$ cat src/rtl/uart_rx_fifo.sv
// uart_rx_fifo: receive buffer between the UART receiver and the APB register
// block. Captures each completed character on the rising edge of rx_done,
// acknowledges the receiver, presents the oldest entry show-ahead, drives RTS
// from the fill level with hysteresis and flags dropped characters.
// Optional feature macro: UART_RX_FIFO_TIMEOUT_EN (adds rx_timeout + idle counter).
module uart_rx_fifo #(
    parameter int DEPTH          = 16,
    parameter int RTS_THRESHOLD  = 12,
    parameter int RTS_HYST       = 4,
    parameter int TIMEOUT_CYCLES = 4340
) (
    input  logic                     clk,
    input  logic                     reset_n,
    input  logic [7:0]               rx_data,
    input  logic                     rx_done,
    input  logic                     parity_error,
    output logic                     host_read_data,
    input  logic                     rd_en,
    output logic [7:0]               rd_data,
    output logic                     rd_parity_err,
    output logic                     empty,
    output logic                     full,
    output logic [$clog2(DEPTH):0]   level,
    output logic                     overrun,
    input  logic                     overrun_clr,
    input  logic                     flush,
`ifdef UART_RX_FIFO_TIMEOUT_EN
    output logic                     rx_timeout,
`endif
    output logic                     rts_n
);

    localparam int AW = $clog2(DEPTH);
    localparam int PW = AW + 1;
    localparam logic [PW-1:0] RTS_HI_LVL = PW'(RTS_THRESHOLD);
    localparam logic [PW-1:0] RTS_LO_LVL = PW'(RTS_THRESHOLD - RTS_HYST);

    logic [8:0]    mem_q [DEPTH];
    logic [PW-1:0] wr_ptr_q, wr_ptr_d;
    logic [PW-1:0] rd_ptr_q, rd_ptr_d;
    logic [PW-1:0] level_q, level_d;
    logic          empty_q, empty_d;
    logic          full_q, full_d;
    logic [8:0]    head_q, head_d;
    logic          rx_done_q;
    logic          ack_q, ack_d;
    logic          overrun_q, overrun_d;
    logic          rts_n_q, rts_n_d;

    logic          capture_s;
    logic          pop_s;
    logic          wr_s;
    logic          ovr_set_s;
    logic [8:0]    wr_entry_s;
    logic [8:0]    head_next_s;

    // Datapath decisions: capture edge, pop, write acceptance, pointer and flag next-state.
    always_comb begin
        capture_s  = rx_done & ~rx_done_q;
        wr_entry_s = {parity_error, rx_data};
        // flush owns the read pointer, so a pop in the same cycle has no effect
        pop_s      = rd_en & ~empty_q & ~flush;
        // when full, a simultaneous pop frees the slot the write needs
        wr_s       = capture_s & ~flush & (~full_q | pop_s);
        ovr_set_s  = capture_s & ~flush & full_q & ~pop_s;

        wr_ptr_d   = wr_s ? (wr_ptr_q + PW'(1)) : wr_ptr_q;
        if (flush) begin
            rd_ptr_d = wr_ptr_q;
        end else if (pop_s) begin
            rd_ptr_d = rd_ptr_q + PW'(1);
        end else begin
            rd_ptr_d = rd_ptr_q;
        end

        level_d = wr_ptr_d - rd_ptr_d;
        empty_d = (wr_ptr_d == rd_ptr_d);
        full_d  = (wr_ptr_d[AW-1:0] == rd_ptr_d[AW-1:0]) && (wr_ptr_d[AW] != rd_ptr_d[AW]);

        // the new head can be the entry being written this very cycle
        if (wr_s && (rd_ptr_d[AW-1:0] == wr_ptr_q[AW-1:0])) begin
            head_next_s = wr_entry_s;
        end else begin
            head_next_s = mem_q[rd_ptr_d[AW-1:0]];
        end
        // output holds its last value once the FIFO drains
        head_d = empty_d ? head_q : head_next_s;

        // a new overrun event beats a simultaneous clear
        if (ovr_set_s) begin
            overrun_d = 1'b1;
        end else if (overrun_clr) begin
            overrun_d = 1'b0;
        end else begin
            overrun_d = overrun_q;
        end

        ack_d = capture_s;

        // RTS hysteresis driven by the registered level, so it lags level by a cycle
        if (!rts_n_q && (level_q >= RTS_HI_LVL)) begin
            rts_n_d = 1'b1;
        end else if (rts_n_q && (level_q <= RTS_LO_LVL)) begin
            rts_n_d = 1'b0;
        end else begin
            rts_n_d = rts_n_q;
        end
    end

    // Control and status registers.
    always_ff @(posedge clk or negedge reset_n) begin
        if (!reset_n) begin
            wr_ptr_q  <= '0;
            rd_ptr_q  <= '0;
            level_q   <= '0;
            empty_q   <= 1'b1;
            full_q    <= 1'b0;
            head_q    <= 9'h000;
            rx_done_q <= 1'b0;
            ack_q     <= 1'b0;
            overrun_q <= 1'b0;
            rts_n_q   <= 1'b0;
        end else begin
            wr_ptr_q  <= wr_ptr_d;
            rd_ptr_q  <= rd_ptr_d;
            level_q   <= level_d;
            empty_q   <= empty_d;
            full_q    <= full_d;
            head_q    <= head_d;
            rx_done_q <= rx_done;
            ack_q     <= ack_d;
            overrun_q <= overrun_d;
            rts_n_q   <= rts_n_d;
        end
    end

    // Character storage; entries are only read after being written, so no reset.
    always_ff @(posedge clk) begin
        if (wr_s) begin
            mem_q[wr_ptr_q[AW-1:0]] <= wr_entry_s;
        end
    end

`ifdef UART_RX_FIFO_TIMEOUT_EN
    localparam logic [15:0] TIMEOUT_C = 16'(TIMEOUT_CYCLES);

    logic [15:0] idle_cnt_q, idle_cnt_d;
    logic        rx_timeout_q, rx_timeout_d;
    logic        activity_s;

    // Idle counter: cleared by any activity or an empty FIFO, saturating at the timeout.
    always_comb begin
        activity_s = capture_s | pop_s | flush;
        if (activity_s || (level_q == '0)) begin
            idle_cnt_d = 16'd0;
        end else if (idle_cnt_q >= TIMEOUT_C) begin
            idle_cnt_d = TIMEOUT_C;
        end else begin
            idle_cnt_d = idle_cnt_q + 16'd1;
        end
        if (activity_s) begin
            rx_timeout_d = 1'b0;
        end else if (idle_cnt_d == TIMEOUT_C) begin
            rx_timeout_d = 1'b1;
        end else begin
            rx_timeout_d = rx_timeout_q;
        end
    end

    // Timeout registers.
    always_ff @(posedge clk or negedge reset_n) begin
        if (!reset_n) begin
            idle_cnt_q   <= 16'd0;
            rx_timeout_q <= 1'b0;
        end else begin
            idle_cnt_q   <= idle_cnt_d;
            rx_timeout_q <= rx_timeout_d;
        end
    end

    assign rx_timeout = rx_timeout_q;
`endif

    assign host_read_data = ack_q;
    assign rd_data        = head_q[7:0];
    assign rd_parity_err  = head_q[8];
    assign empty          = empty_q;
    assign full           = full_q;
    assign level          = level_q;
    assign overrun        = overrun_q;
    assign rts_n          = rts_n_q;

endmodule

$ cat config.mk
export PLATFORM = sky130hd
export DESIGN_NAME = uart_rx_fifo
export DESIGN_NICKNAME = d
export VERILOG_FILES = /design/src/rtl/uart_rx_fifo.sv
export SDC_FILE = /design/constraint.sdc
export NUM_CORES = 1
export LEC_CHECK = 0
export BUFFER_PORTS_ARGS = -buffer_cell sky130_fd_sc_hd__buf_2
export CAP_MARGIN = 20
export CORE_MARGIN = 1
export CORE_UTILIZATION = 50
export DETAILED_ROUTE_END_ITERATION = 7
export HOLD_SLACK_MARGIN = 0.15
export PLACE_DENSITY = 0.7
export SYNTH_ARGS = -nofsm -noshare
export SYNTH_HDL_FRONTEND = slang
export SYNTH_SLANG_ARGS = --single-unit
export TNS_END_PERCENT = 1
$ cat constraint.sdc
create_clock -name clk -period 2.98 [get_ports clk]
set_input_delay 0.149 -clock clk [delete_from_list [all_inputs] [get_ports clk]]
set_output_delay 0.149 -clock clk [all_outputs]
set_load 0.05 [all_outputs]
Word level (Yosys, flattened, before mapping)
Memory sizes are Yosys's and may differ from the RTL's. A register that Yosys moved wholly into a read port is not among the register bits.
Cells that the tools add are included.
- register bits after elaboration: 21
- latch bits: 0
- RAM bits: 144
- memory bits (read-only): 0
- input bits: 15
- logic and storage cells: 48
- memories: 1
- $add $sub $neg: 3
- multipliers: 0
- div/mod/pow operators: 0
- $lt $le $gt $ge: 2
- eq/ne operators: 3
- shift operators: 0
- muxes and demuxes: 9
- bitwise gates (word level): 13
- reduce and logical (&&, ||, !) cells: 8
- memory list (memory ; depth ; bits a word ; rd ports ; clocked after memory_dff ; wr ports ; line ; text):
    mem_q ; 16 ; 9 ; 1 ; 1 ; 1 ; 38 ; logic [8:0] mem_q [DEPTH];
- operators with widths (kind ; count):
    2-to-1 mux 5 bit ; 3
    adder 5 x 1 -> 5 bit, second input constant ; 2
    AND 1 bit ; 7
    2-to-1 mux 1 bit ; 6
    equality test 5 bit ; 1
    greater-or-equal comparator 5 x 4 -> 1 bit, second input constant ; 1
    <= comparator 5 x 4 -> 1 bit, second input constant ; 1
    NOT 1 bit ; 5
    subtractor 5 bit ; 1
    equality test 4 bit ; 1
    nonzero test 2 bit ; 2
    logical AND 1 bit ; 3
    logical NOT 1 bit ; 3
    != test 1 bit ; 1
    bitwise OR 1 bit ; 1

Depth between registers and ports, before layout
Gate-level depths: netlist (run 1).
- word-level depth: 8
- depth in mapped cells: 12
- depth with buffers taken out: 10

Least setup slack after synthesis (run 1)
No wires, ideal clock.
- path kind: register -> register
- start point: reg empty_q (netlist: empty)
- end point: reg head_q[0], read port of mem_q
- setup time: 125 ps
- arrival: 2755 ps
- setup slack: 100 ps
- cell stages (with the launch flop): 11
- cell sequence: dfstp_2 nand3b_1 xor2_1 o21ai_0 clkinv_1 buf_2 ha_1 nand3_1 nor3b_1 buf_2 mux2_2
- longest elaborated chain between the ends: 8
- RTL lines (item ; line ; text):
    from (decl) ; 42 ; logic empty_q, empty_d;
    from (signal assigned) ; 127 ; empty_q <= empty_d;
    NOT 1 bit (*) ; 62 ; pop_s = rd_en & ~empty_q & ~flush;
    AND 1 bit (*) (2 in a row) ; 62 ;
    bitwise OR 1 bit ; 64 ; wr_s = capture_s & ~flush & (~full_q | pop_s);
    AND 1 bit ; 64 ;
    2-to-1 mux 5 bit ; 67 ; wr_ptr_d = wr_s ? (wr_ptr_q + PW'(1)) : wr_ptr_q;
    equality test 5 bit (*) ; 77 ; empty_d = (wr_ptr_d == rd_ptr_d);
    named net empty_d ; 42 ;
    logical NOT 1 bit (no line) (*) ; -- ;
    to (decl) ; 44 ; logic [8:0] head_q, head_d;
The timed path passes the listed nets; every way through them passes the cells marked *.
A chain may end at the register's enable or synchronous reset.

Final worst setup path (run 1)
- start point: reg rd_ptr_q[1]
- end point: reg head_q[4], read port of mem_q
- longest elaborated chain between the ends: 5
- RTL lines (item ; line ; text):
    from (decl) ; 40 ; logic [PW-1:0] rd_ptr_q, rd_ptr_d;
    from (signal assigned) ; 125 ; rd_ptr_q <= rd_ptr_d;
    adder 5 x 1 -> 5 bit ; 71 ; rd_ptr_d = rd_ptr_q + PW'(1);
    2-to-1 mux 5 bit (*) ; 70 ; end else if (pop_s) begin
    2-to-1 mux 5 bit (*) ; 68 ; if (flush) begin
    equality test 5 bit ; 77 ;
    logical NOT 1 bit (no line) ; -- ;
Every way passes the cells marked *; elsewhere a longest branch is shown, timed or not.

==> summary.txt, run 1 <==
Finish
  • Final non-filler cell total: about 680
  • Area Overhead vs Synth: 18.5%
  • Commonest non-fill, non-tap cells in the layout: 144 x edfxtp_1, 38 x buf_4, 37 x nand3_1, 34 x mux4_2, 33 x buf_2
  • Share of cells above drive strength 1: 0.341
  • ANT cells: 0
  • Most common cell after layout, fill and taps aside: edfxtp_1
  • Final Util: 0.613
  • Fin nets: about 500
  • Filler cell count: 994

Clock tree
  • CTS buffer count: 17
  • Clock latency on the worst-skew pair: between 400 and 500 ps
  • Clk pin slew, worst setup/hold paths: roughly 60 ps
  • Clk sinks: ~170
  • H-Tree Depth: 4
  • CTS tree: yes
  • CTS Buffer Depth: 2
  • Root Driver: clkbuf_16

STA
  • Fin crit share: 0.959
  • Slew Limit Headroom: 0.499
  • Final WS setup: ~120 ps
  • Crit path time final: around 2900 ps
  • Slew Limit Fails: 0
  • Hold Vio Cnt, Final: 0
  • Slew @ Worst Pin: about 750 ps
  • RSZ-0062 raised after global routing: false
  • Max frequency: about 350 MHz
  • Clock Skew: 7.17 ps
  • Final setup vio count: 0
  • Final TNS setup: 0 ps

Yosys
  • Seq/Total Area, Yosys: 0.699
  • Cell count after synthesis: 400
  • Unique cell type count in the Yosys netlist: 46
  • Synthesized-area fraction occupied by adder cells: 0.0165
  • EDFF count, synth: between 100 and 150
  • Main combinational cell family by area after synthesis: multiplexers
  • #FFs+latches synth: 174
  • Synth Area in Compound Gates: 0.0177
  • XOR/XNOR share of the synthesized area: 0.0234
  • Post-synthesis mux area share: 0.145
  • Post-synthesis net count: 424
  • Synthesized area: a little over 0.007 mm^2
  • Main synth FF type: edfxtp_1
  • Synth Area in Simple Gates: 0.0717
  • Syn avg cell area: ~18 um^2
  • Asr flop ratio synth: 0.172
  • Ys Warns: 0

Setup path
  • CP endpoint kind: register
  • Reg2reg end: head_q[4]$_DFFE_PN0N_
  • Reg2Reg Depth: 9
  • R2R Setup Slk: about 120 ps
  • Worst setup SP type: register
  • WP data required: 3290 ps
  • Critical path type: reg -> reg
  • Most used cell, CP: mux2_2
  • Critical-path top delay cell: mux4_1
  • CP arrival: ~3200 ps
  • Crit-path max FO: 6
  • Crit-path leading delay family: multiplexers
  • Ordered cell list for the critical path: ha_4 -> nor4b_2 -> a221oi_4 -> buf_4 -> mux4_1 -> nand3_1 -> nand4_1 -> mux2_2 -> mux2_2
  • Crit path buffers/inverters: 1
  • Worst path max stage delay: about 560 ps
  • FF-to-FF Start: rd_ptr_q[1]$_DFF_PN0_

Placed design
  • Port bufs: 33
  • HPWL Detailed: 10.0 mm
  • Post-Place Worst Slack: 120 ps
  • Placed cells: between 600 and 700
  • GPL Wtd Cong: 0.831

Power and ir drop
  • Cell Pwr Density: around 960 mW/mm^2
  • Power consumption: about 8.2 mW
  • Clock share of power: 0.275
  • Psw: about 2.8 mW
  • Comb pwr share: 0.351
  • Sequential share of power: 0.375
  • Leakage power: 3.07 nW
  • Pint: 5.49 mW
  • Max VDD drop: ~0.56 mV
  • Switching power share of the total: 0.334

Die
  • # IOs: 34
  • Initial core utilization: 0.517
  • Die Y: 123 um
  • Die Wd: between 100 and 150 um
  • # rows: 43
  • Die Footprint: 0.0150 mm^2
  • Core area: about 0.014 mm^2

GRT
  • Gr ovfl total: 0
  • First-pass GRT wire length: 24.0 mm
  • Initial antenna violation count: 0
  • Largest net degree at the start of global routing: 31
  • Tot GR Track Use: 0.232
  • Vias in the first global route: roughly 4.1k

Route
  • Initial DRC Count: around 470
  • Total wire length: ~16 mm
  • Antenna Violating Nets Remaining: 0
  • DR pass1 iterations: 7
  • Vias per inst: between 6 and 7
  • Drt wl/cell: roughly 23 um
  • Vias: between 4k and 5k
  • Drt drc: 0

Run
  • Max-cap violations: 0

Worst hold path
  • Hold Path End: rd_ptr_q[4]$_DFF_PN0_
  • Hold Path Stages: 3
  • Hold_sp: flush
  • Hold WC Path Type: in -> reg

Run status
  • Outcome: completed
## repair_timing
item                                   CTS  global route
endpoints found under the hold margin  176             0
setup endpoints to repair                0             9
gates resized for setup                  0             2
setup buffers                            0             2
hold buffers                            12             0
## registers in the layout (all words and copies together), names as in the netlist, 5 cells and up
register and flops:
level 5, wr_ptr_q 5, mem_q 144, rd_ptr_q 5, head_q 9
## routing by layer
| layer | wire (um) | vias up | global-route usage |
|---|---|---|---|
| met3 | 1330 | 42 | 0.0725 |
| met5 | 0 | - | 0 |
| met2 | 7540 | 188 | 0.352 |
| li1 | - | 1752 | - |
| met1 | 6540 | 2088 | 0.311 |
| met4 | 508 | 0 | 0.0960 |
## synthesized netlist by cell type (all sizes together), types with 3 or more instances
| library cell | number | area share |
|---|---|---|
| a21oi | 7 | 0.0064 |
| buf | 17 | 0.019 |
| clkbuf | 3 | 0.0016 |
| dfrtp | 29 | 0.10 |
| edfxtp | 144 | 0.60 |
| ha | 8 | 0.014 |
| inv | 10 | 0.0052 |
| mux2 | 19 | 0.029 |
| mux4 | 36 | 0.11 |
| nand2 | 9 | 0.0050 |
| nand2b | 4 | 0.0034 |
| nand3 | 37 | 0.025 |
| nand4 | 11 | 0.0095 |
| nor2 | 18 | 0.010 |
| nor2b | 4 | 0.0034 |
| nor3 | 5 | 0.0034 |
| nor4b | 3 | 0.0045 |
| o21ai | 3 | 0.0021 |
| xnor2 | 10 | 0.013 |
| xor2 | 6 | 0.0072 |
## worst max-delay path by stage
stage                            endpoint  cells past startpoint                   from  slack (ps)
floorplan           head_q[0]$_DFFE_PN0N_                     10        empty$_DFF_PN1_         100
global placement    head_q[5]$_DFFE_PN0N_                      8        empty$_DFF_PN1_         160
detailed placement  head_q[5]$_DFFE_PN0N_                      9  rd_ptr_q[1]$_DFF_PN0_         120
CTS                 head_q[5]$_DFFE_PN0N_                      9  rd_ptr_q[1]$_DFF_PN0_          80
global route        head_q[5]$_DFFE_PN0N_                      9  rd_ptr_q[1]$_DFF_PN0_           3
finish              head_q[4]$_DFFE_PN0N_                      9  rd_ptr_q[1]$_DFF_PN0_         120
## through the flow
stage | hold slack, ps | area [um^2]
2_1_floorplan | -147 | 7260
3_3_place_gp | 243 | 7850
4_1_cts | 238 | 8580
3_5_place_dp | 252 | 7850
6_report | 247 | 8610
5_1_grt | 253 | 8610
## kinds of logic after synthesis
| group | count (synthesis) |
|---|---|
| AO/OA/AOI/OAI | 17 |
| XOR/XNOR | 17 |
| adder cells (fa/ha/maj) | 9 |
| buffers and inverters | 31 |
| flip-flops | 174 |
| multiplexers | 57 |
| AND/OR/NAND/NOR | 95 |
## area by class of cell
cell class,instances,area [um^2],area share
Clock buffer,21,450,0.0523
Clock inverter,11,159,0.0185
Inverter,11,41.3,0.00480
Multi-Input combinational cell,195,2020,0.235
Sequential cell,174,5080,0.590
Tap cell,180,225,0.0262
Timing Repair Buffer,86,631,0.0733
## tightest hold or removal path: stages
cell and delay (ps):
buf_2 170, buf_4 190, mux2i_1 120
## power groups by stage
stage	clock (mW)	sequential, mW	combinational, mW
final	2.27	3.09	2.89
after global routing	2.39	3.11	3.10
after CTS	2.30	3.08	2.90
after detailed placement	0	3.12	2.85
after global placement	0	3.11	2.80
after floorplan	0	3.41	1.82
(Power assumes the default switching activity.)
==> inputs of run 2 (changes only) <==
--- a/config.mk
+++ b/config.mk
@@ -9,6 +9,7 @@
 export CAP_MARGIN = 20
 export CORE_MARGIN = 1
 export CORE_UTILIZATION = 50
+export CTS_BUF_LIST = sky130_fd_sc_hd__clkbuf_4 sky130_fd_sc_hd__clkbuf_8
 export DETAILED_ROUTE_END_ITERATION = 7
 export HOLD_SLACK_MARGIN = 0.15
 export PLACE_DENSITY = 0.7
==> run 2 against run 1 <==
Effect of this change: utilization fell by 1.1 points; combinational power rose by 1%; count of clock-buffer cells in the layout did not move; largest cell class unchanged.
==> summary.txt, run 2 (synthesis gave the netlist of run 1 again) <==
Setup path
  • Worst path max stage delay: 460 ps (-100 ps)
  • Worst setup SP type: register
  • Reg2reg end: head_q[8]$_DFFE_PN0N_
  • R2R Setup Slk: 130 ps (about the same)
  • Critical path type: reg -> reg
  • Crit path buffers/inverters: 2 (+1)
  • Ordered cell list for the critical path: ha_1 -> nor4b_2 -> a221oi_4 -> buf_12 -> buf_4 -> mux4_1 -> nand3_1 -> nand4_1 -> mux2_2 -> mux2_2
  • Most used cell, CP: mux2_2
  • Critical-path top delay cell: mux4_1
  • WP data required: 3330 ps (+40 ps)
  • Reg2Reg Depth: 10 (+1)
  • Crit. Startpoint: rd_ptr_q[1]$_DFF_PN0_
  • Crit-path leading delay family: multiplexers
  • Worst path depth: 10 (+1)
  • CP endpoint kind: register
  • Crit path to: head_q[8]$_DFFE_PN0N_
  • CP arrival: 3190 ps (+20 ps)
  • Crit-path max FO: 5 (-1)
  • FF-to-FF Start: rd_ptr_q[1]$_DFF_PN0_

Clock tree
  • Clock latency on the worst-skew pair: 460 ps (+30 ps)
  • Root Driver: clkbuf_8
  • CTS tree: yes
  • Clk sinks: 174 (unchanged)
  • CTS buffer count: 17 (unchanged)
  • H-Tree Depth: 4 (unchanged)
  • CTS Buffer Depth: 2 (unchanged)
  • Clk pin slew, worst setup/hold paths: 90 ps (+30 ps)

Route
  • Total wire length: 15.8 mm (-0.94%)
  • Vias: 4061 (-0.22%)
  • Vias per inst: 5.97 (-0.51%)
  • DR pass1 iterations: 8 (+1)
  • Initial DRC Count: 377 (-19%)
  • Drt drc: 0 (unchanged)
  • Drt wl/cell: 23.2 um (-1.2%)
  • Antenna Violating Nets Remaining: 0 (unchanged)

Finish
  • Final Util: 0.602 (-0.0105)
  • Max reg flops: 144 (unchanged)
  • Fin nets: 511 (+0.39%)
  • Share of cells above drive strength 1: 0.348 (+0.00663)
  • Final instance area: 0.00846 mm^2 (-1.7%)
  • ANT cells: 0 (unchanged)
  • Commonest non-fill, non-tap cells in the layout: 144 x edfxtp_1, 38 x buf_4, 37 x nand3_1, 34 x mux4_2, 33 x buf_2
  • Area Overhead vs Synth: 16.5%
  • Most common cell after layout, fill and taps aside: edfxtp_1

GRT
  • Vias in the first global route: 3996 (-1.9%)
  • Initial antenna violation count: 0 (unchanged)
  • Tot GR Track Use: 0.227 (-0.00445)
  • Largest net degree at the start of global routing: 31 (unchanged)
  • Gr ovfl total: 0 (unchanged)
  • First-pass GRT wire length: 23.5 mm (-1.9%)

Power and ir drop
  • Leakage power: 3.02 nW (-1.8%)
  • Comb pwr share: 0.378 (+0.027)
  • Switching power share of the total: 0.345 (+0.0115)
  • Sequential share of power: 0.398 (+0.023)
  • Cell Pwr Density: 915 mW/mm^2 (-4.5%)
  • Clock share of power: 0.224 (-0.051)
  • Power consumption: 7.74 mW (-6.2%)
  • Psw: 2.67 mW (-2.9%)
  • Pint: 5.07 mW (-7.8%)
  • Max VDD drop: 0.527 mV (-5.6%)

Run
  • Max-cap violations: 0 (unchanged)

STA
  • Slew Limit Fails: 0 (unchanged)
  • Max frequency: 351 MHz (+0.37%)
  • Crit path time final: 2850 ps (-10.4 ps)
  • Final WS setup: 132 ps (+10.4 ps)
  • Final setup vio count: 0 (unchanged)
  • Final TNS setup: 0 ps (unchanged)
  • Fin crit share: 0.956 (-0.00349)
  • Hold Vio Cnt, Final: 0 (unchanged)
  • Slew @ Worst Pin: 752 ps (+0.183 ps)
  • Clock Skew: 11.1 ps (+3.95 ps)
  • Slew Limit Headroom: 0.499 (about the same)

Die
  • Die Y: 123 um (unchanged)
  • # rows: 43 (unchanged)
  • # IOs: 34 (unchanged)
  • Die Footprint: 0.0150 mm^2 (unchanged)
  • Die Wd: 123 um (unchanged)
  • Core area: 0.0140 mm^2 (unchanged)
  • Initial core utilization: 0.517 (unchanged)

Run status
  • Outcome: completed

Placed design
  • GPL Wtd Cong: 0.831 (unchanged)
  • HPWL Detailed: 10.0 mm (unchanged)
  • Port bufs: 33 (unchanged)
  • Dpl cell area: 0.00785 mm^2 (unchanged)
  • Post-Place Worst Slack: 120 ps (unchanged)

Worst hold path
  • Hold WC Path Type: in -> reg
run 2: cell type report:
class                           count  area [um^2]
Fill cell                        1015         5580
Sequential cell                   174         5080
Multi-Input combinational cell    195         2010
Timing Repair Buffer               88          676
Clock buffer                       21          270
Tap cell                          180          225
Clock inverter                     11          159
Inverter                           11         41.3
run 2: metrics by stage:
| stage | hold WS [ps] | std cells |
|---|---|---|
| after floorplan | -147 | 400 |
| after global placement | 243 | 632 |
| after detailed placement | 252 | 632 |
| after CTS | 183 | 676 |
| after global routing | 203 | 680 |
| final | 203 | 680 |
run 2: per-layer routing:
metal	routed length (um)	part of all wire	global-route usage	up-vias
li1	-	-	-	1756
met1	6500	0.41	0.316	2079
met2	7680	0.49	0.345	190
met3	1210	0.077	0.0553	36
met4	379	0.024	0.0945	0
met5	0	0	0	-
run 2: worst min path at each step:
stage,from,to,slack (ps),cells past startpoint
CTS,flush,rd_ptr_q[4]$_DFF_PN0_,180,3
global placement,reset_n,rts_n$_DFFE_PN0P_,240,1
floorplan,reset_n,full$_DFF_PN0_,-150,0
detailed placement,reset_n,rts_n$_DFFE_PN0P_,250,1
global route,flush,rd_ptr_q[4]$_DFF_PN0_,200,3
finish,flush,rd_ptr_q[4]$_DFF_PN0_,200,3
run 2: power by group through the flow:
stage / sequential [mW] / clock, mW / combinational, mW
global placement: 3.11 / 0 / 2.80
global route: 3.10 / 1.86 / 3.15
floorplan: 3.41 / 0 / 1.82
detailed placement: 3.12 / 0 / 2.85
CTS: 3.07 / 1.77 / 2.89
finish: 3.08 / 1.73 / 2.93
run 2: tightest hold or removal path: stages:
cell and delay, ps:
buf_2 170, buf_4 190, mux2i_1 120
run 2: timing repair:
item                                   in CTS  in global routing
gates resized for setup                     0                  1
endpoints found under the hold margin     177                  0
setup endpoints to repair                   0                  9
hold buffers                               12                  0
buffers inserted                            0                  3
==> inputs of run 3 (changes only) <==
--- a/config.mk
+++ b/config.mk
@@ -8,11 +8,11 @@
 export BUFFER_PORTS_ARGS = -buffer_cell sky130_fd_sc_hd__buf_2
 export CAP_MARGIN = 20
 export CORE_MARGIN = 1
-export CORE_UTILIZATION = 50
+export CORE_UTILIZATION = 57
 export CTS_BUF_LIST = sky130_fd_sc_hd__clkbuf_4 sky130_fd_sc_hd__clkbuf_8
 export DETAILED_ROUTE_END_ITERATION = 7
 export HOLD_SLACK_MARGIN = 0.15
-export PLACE_DENSITY = 0.7
+export PLACE_DENSITY = 0.78
 export SYNTH_ARGS = -nofsm -noshare
 export SYNTH_HDL_FRONTEND = slang
 export SYNTH_SLANG_ARGS = --single-unit
==> run 3 against run 2 <==
Effect of this change: sequential share of layout area up 0.43 points; clock skew is 7.0 ps higher; via count grew 1.4%; die area fell by 12%; utilization up 8.5 points.
==> summary.txt, run 3 (synthesis gave the netlist of run 1 again) <==
STA
  • Slew Limit Headroom: 0.490 (-0.00887)
  • Crit path time final: 2890 ps (+39.9 ps)
  • Clock Skew: 18.1 ps (+7.00 ps)
  • Final TNS setup: 0 ps (unchanged)
  • Final WS setup: 92.1 ps (-39.9 ps)
  • Fin crit share: 0.969 (+0.0134)
  • Max frequency: 346 MHz (-1.4%)
  • Worst Hold Slack: 208 ps (+4.60 ps)
  • Slew Limit Fails: 0 (unchanged)
  • Final setup vio count: 0 (unchanged)
  • Hold Vio Cnt, Final: 0 (unchanged)
  • Slew @ Worst Pin: 765 ps (+13.3 ps)

GRT
  • First-pass GRT wire length: 23.3 mm (-0.80%)
  • Gr ovfl total: 0 (unchanged)
  • Tot GR Track Use: 0.257 (+0.0301)
  • Initial antenna violation count: 0 (unchanged)
  • Largest net degree at the start of global routing: 33 (+6.5%)
  • Vias in the first global route: 4134 (+3.5%)

Finish
  • Area Overhead vs Synth: 15.7%
  • Fin nets: 511 (unchanged)
  • Most common cell after layout, fill and taps aside: edfxtp_1
  • Max reg flops: 144 (unchanged)
  • Commonest non-fill, non-tap cells in the layout: 144 x edfxtp_1, 37 x nand3_1, 37 x buf_4, 34 x mux4_2, 33 x buf_2
  • Share of cells above drive strength 1: 0.344 (-0.00400)
  • ANT cells: 0 (unchanged)
  • Final non-filler cell total: 668 (-1.8%)

Power and ir drop
  • Comb pwr share: 0.384 (+0.006)
  • Switching power share of the total: 0.355 (+0.00939)
  • Pint: 4.93 mW (-2.8%)
  • Sequential share of power: 0.401 (+0.003)
  • Clock share of power: 0.216 (-0.008)
  • Max VDD drop: 0.667 mV (+27%)
  • Leakage power: 3.01 nW (-0.33%)
  • Cell Pwr Density: 909 mW/mm^2 (-0.63%)
  • Psw: 2.71 mW (+1.3%)

Run status
  • Outcome: completed

Route
  • Drt drc: 0 (unchanged)
  • Initial DRC Count: 490 (+30%)
  • Antenna Violating Nets Remaining: 0 (unchanged)
  • DR pass1 iterations: 5 (-3)
  • Drt wl/cell: 23.4 um (+1.1%)
  • Vias: 4117 (+1.4%)
  • Total wire length: 15.7 mm (-0.70%)
  • Vias per inst: 6.16 (+3.2%)

Setup path
  • Ordered cell list for the critical path: ha_1 -> nor4b_2 -> a221oi_4 -> buf_4 -> buf_8 -> mux4_2 -> nand3_1 -> nand4_1 -> mux2_2 -> mux2_2
  • CP endpoint kind: register
  • Most used cell, CP: mux2_2
  • Critical-path top delay cell: mux4_2
  • Crit-path max FO: 16 (+11)
  • CP arrival: 3230 ps (+40 ps)
  • WP data required: 3320 ps (about the same)
  • R2R Setup Slk: 90 ps (-40 ps)
  • Worst path max stage delay: 530 ps (+70 ps)
  • Crit-path leading delay family: multiplexers
  • Critical path type: reg -> reg
  • Worst setup SP type: register
  • Crit path buffers/inverters: 2 (unchanged)

Run
  • Max-cap violations: 0 (unchanged)

Placed design
  • HPWL Detailed: 9.77 mm (-2.4%)
  • Port bufs: 33 (unchanged)
  • Post-Place Worst Slack: 125 ps (+5.24 ps)
  • GPL Wtd Cong: 0.843 (+1.4%)
  • Placed cells: 620 (-1.9%)

Clock tree
  • CTS tree: yes
  • Root Driver: clkbuf_8
  • Clk sinks: 174 (unchanged)
  • Clk pin slew, worst setup/hold paths: 100 ps (about the same)
  • H-Tree Depth: 4 (unchanged)
  • CTS Buffer Depth: 2 (unchanged)
  • CTS buffer count: 17 (unchanged)
  • Clock latency on the worst-skew pair: 470 ps (about the same)

Die
  • # rows: 40 (-7.0%)
  • Initial core utilization: 0.595 (+0.0775)
  • Die Wd: 115 um (-6.2%)
  • Die Y: 115 um (-6.2%)
  • Die Footprint: 0.0132 mm^2 (-12%)
  • Core area: 0.0122 mm^2 (-13%)
  • # IOs: 34 (unchanged)

Worst hold path
  • Hold WC Path Type: in -> reg
[run 3: changes by cell type in the layout (fill, tap and decap cells not counted), moves of 2 or more]
cell / change
clkbuf_4: -2
clkinv_2: +3
clkinv_4: -2
buf_12: -2
inv_6: +2
clkinvlp_4: -2
buf_6: +2
inv_8: +2
[run 3: metal layers]
| layer | up-vias | part of all wire | GRT usage |
|---|---|---|---|
| met3 | 38 | 0.097 | 0.0727 |
| met4 | 0 | 0.025 | 0.103 |
| met1 | 2094 | 0.39 | 0.351 |
| met5 | - | 0 | 0 |
| met2 | 239 | 0.49 | 0.397 |
| li1 | 1746 | - | - |
[run 3: cell type report]
| cell class | count | area (um^2) |
|---|---|---|
| sequential | 174 | 5080 |
| tap | 168 | 210 |
| timing repair buffer | 88 | 666 |
| inverter | 11 | 41.3 |
| multi-input combinational | 195 | 2010 |
| clock buffer | 18 | 241 |
| clock inverter | 14 | 155 |
| fill | 816 | 3810 |
[run 3: what timing repair did]
action	4_1_cts	5_1_grt
setup endpoints to repair	0	3
buffers inserted	0	2
hold buffers	12	0
resized for setup	0	3
hold endpoints to repair	176	0
[run 3: path summary, 6_finish.rpt]
kind	startpoint	cells after the start	endpoint
worst max-delay path	rd_ptr_q[1]$_DFF_PN0_	10	head_q[4]$_DFFE_PN0N_
worst min-delay path	flush	3	rd_ptr_q[4]$_DFF_PN0_
worst max register to register	rd_ptr_q[1]$_DFF_PN0_	10	head_q[4]$_DFFE_PN0N_
worst min register to register	rx_done_q$_DFF_PN0_	1	host_read_data$_DFF_PN0_
max in group asynchronous	reset_n	2	head_q[4]$_DFFE_PN0N_
min in group asynchronous	reset_n	2	head_q[0]$_DFFE_PN0N_
[run 3: worst reg2reg max path, cell delays in order, from the launching register on]
cell	delay, ps
dfrtp_1	460
ha_1	360
nor4b_2	70
a221oi_4	200
buf_4	180
buf_8	220
mux4_2	540
nand3_1	100
nand4_1	100
mux2_2	290
mux2_2	260
[run 3: metrics by stage]
step	utilization	area [um^2]	total power, mW
after floorplan	-	7260	5.23
after global placement	0.641	7830	5.83
after detailed placement	0.641	7830	5.94
after CTS	0.684	8350	7.57
after global routing	0.688	8400	7.99
final	0.688	8400	7.64
[run 3: power groups by stage]
stage	sequential, mW	clock [mW]	combinational, mW
2_1_floorplan	3.41	0	1.82
3_3_place_gp	3.09	0	2.74
3_5_place_dp	3.11	0	2.83
4_1_cts	3.05	1.66	2.86
5_1_grt	3.08	1.76	3.15
6_report	3.06	1.65	2.93
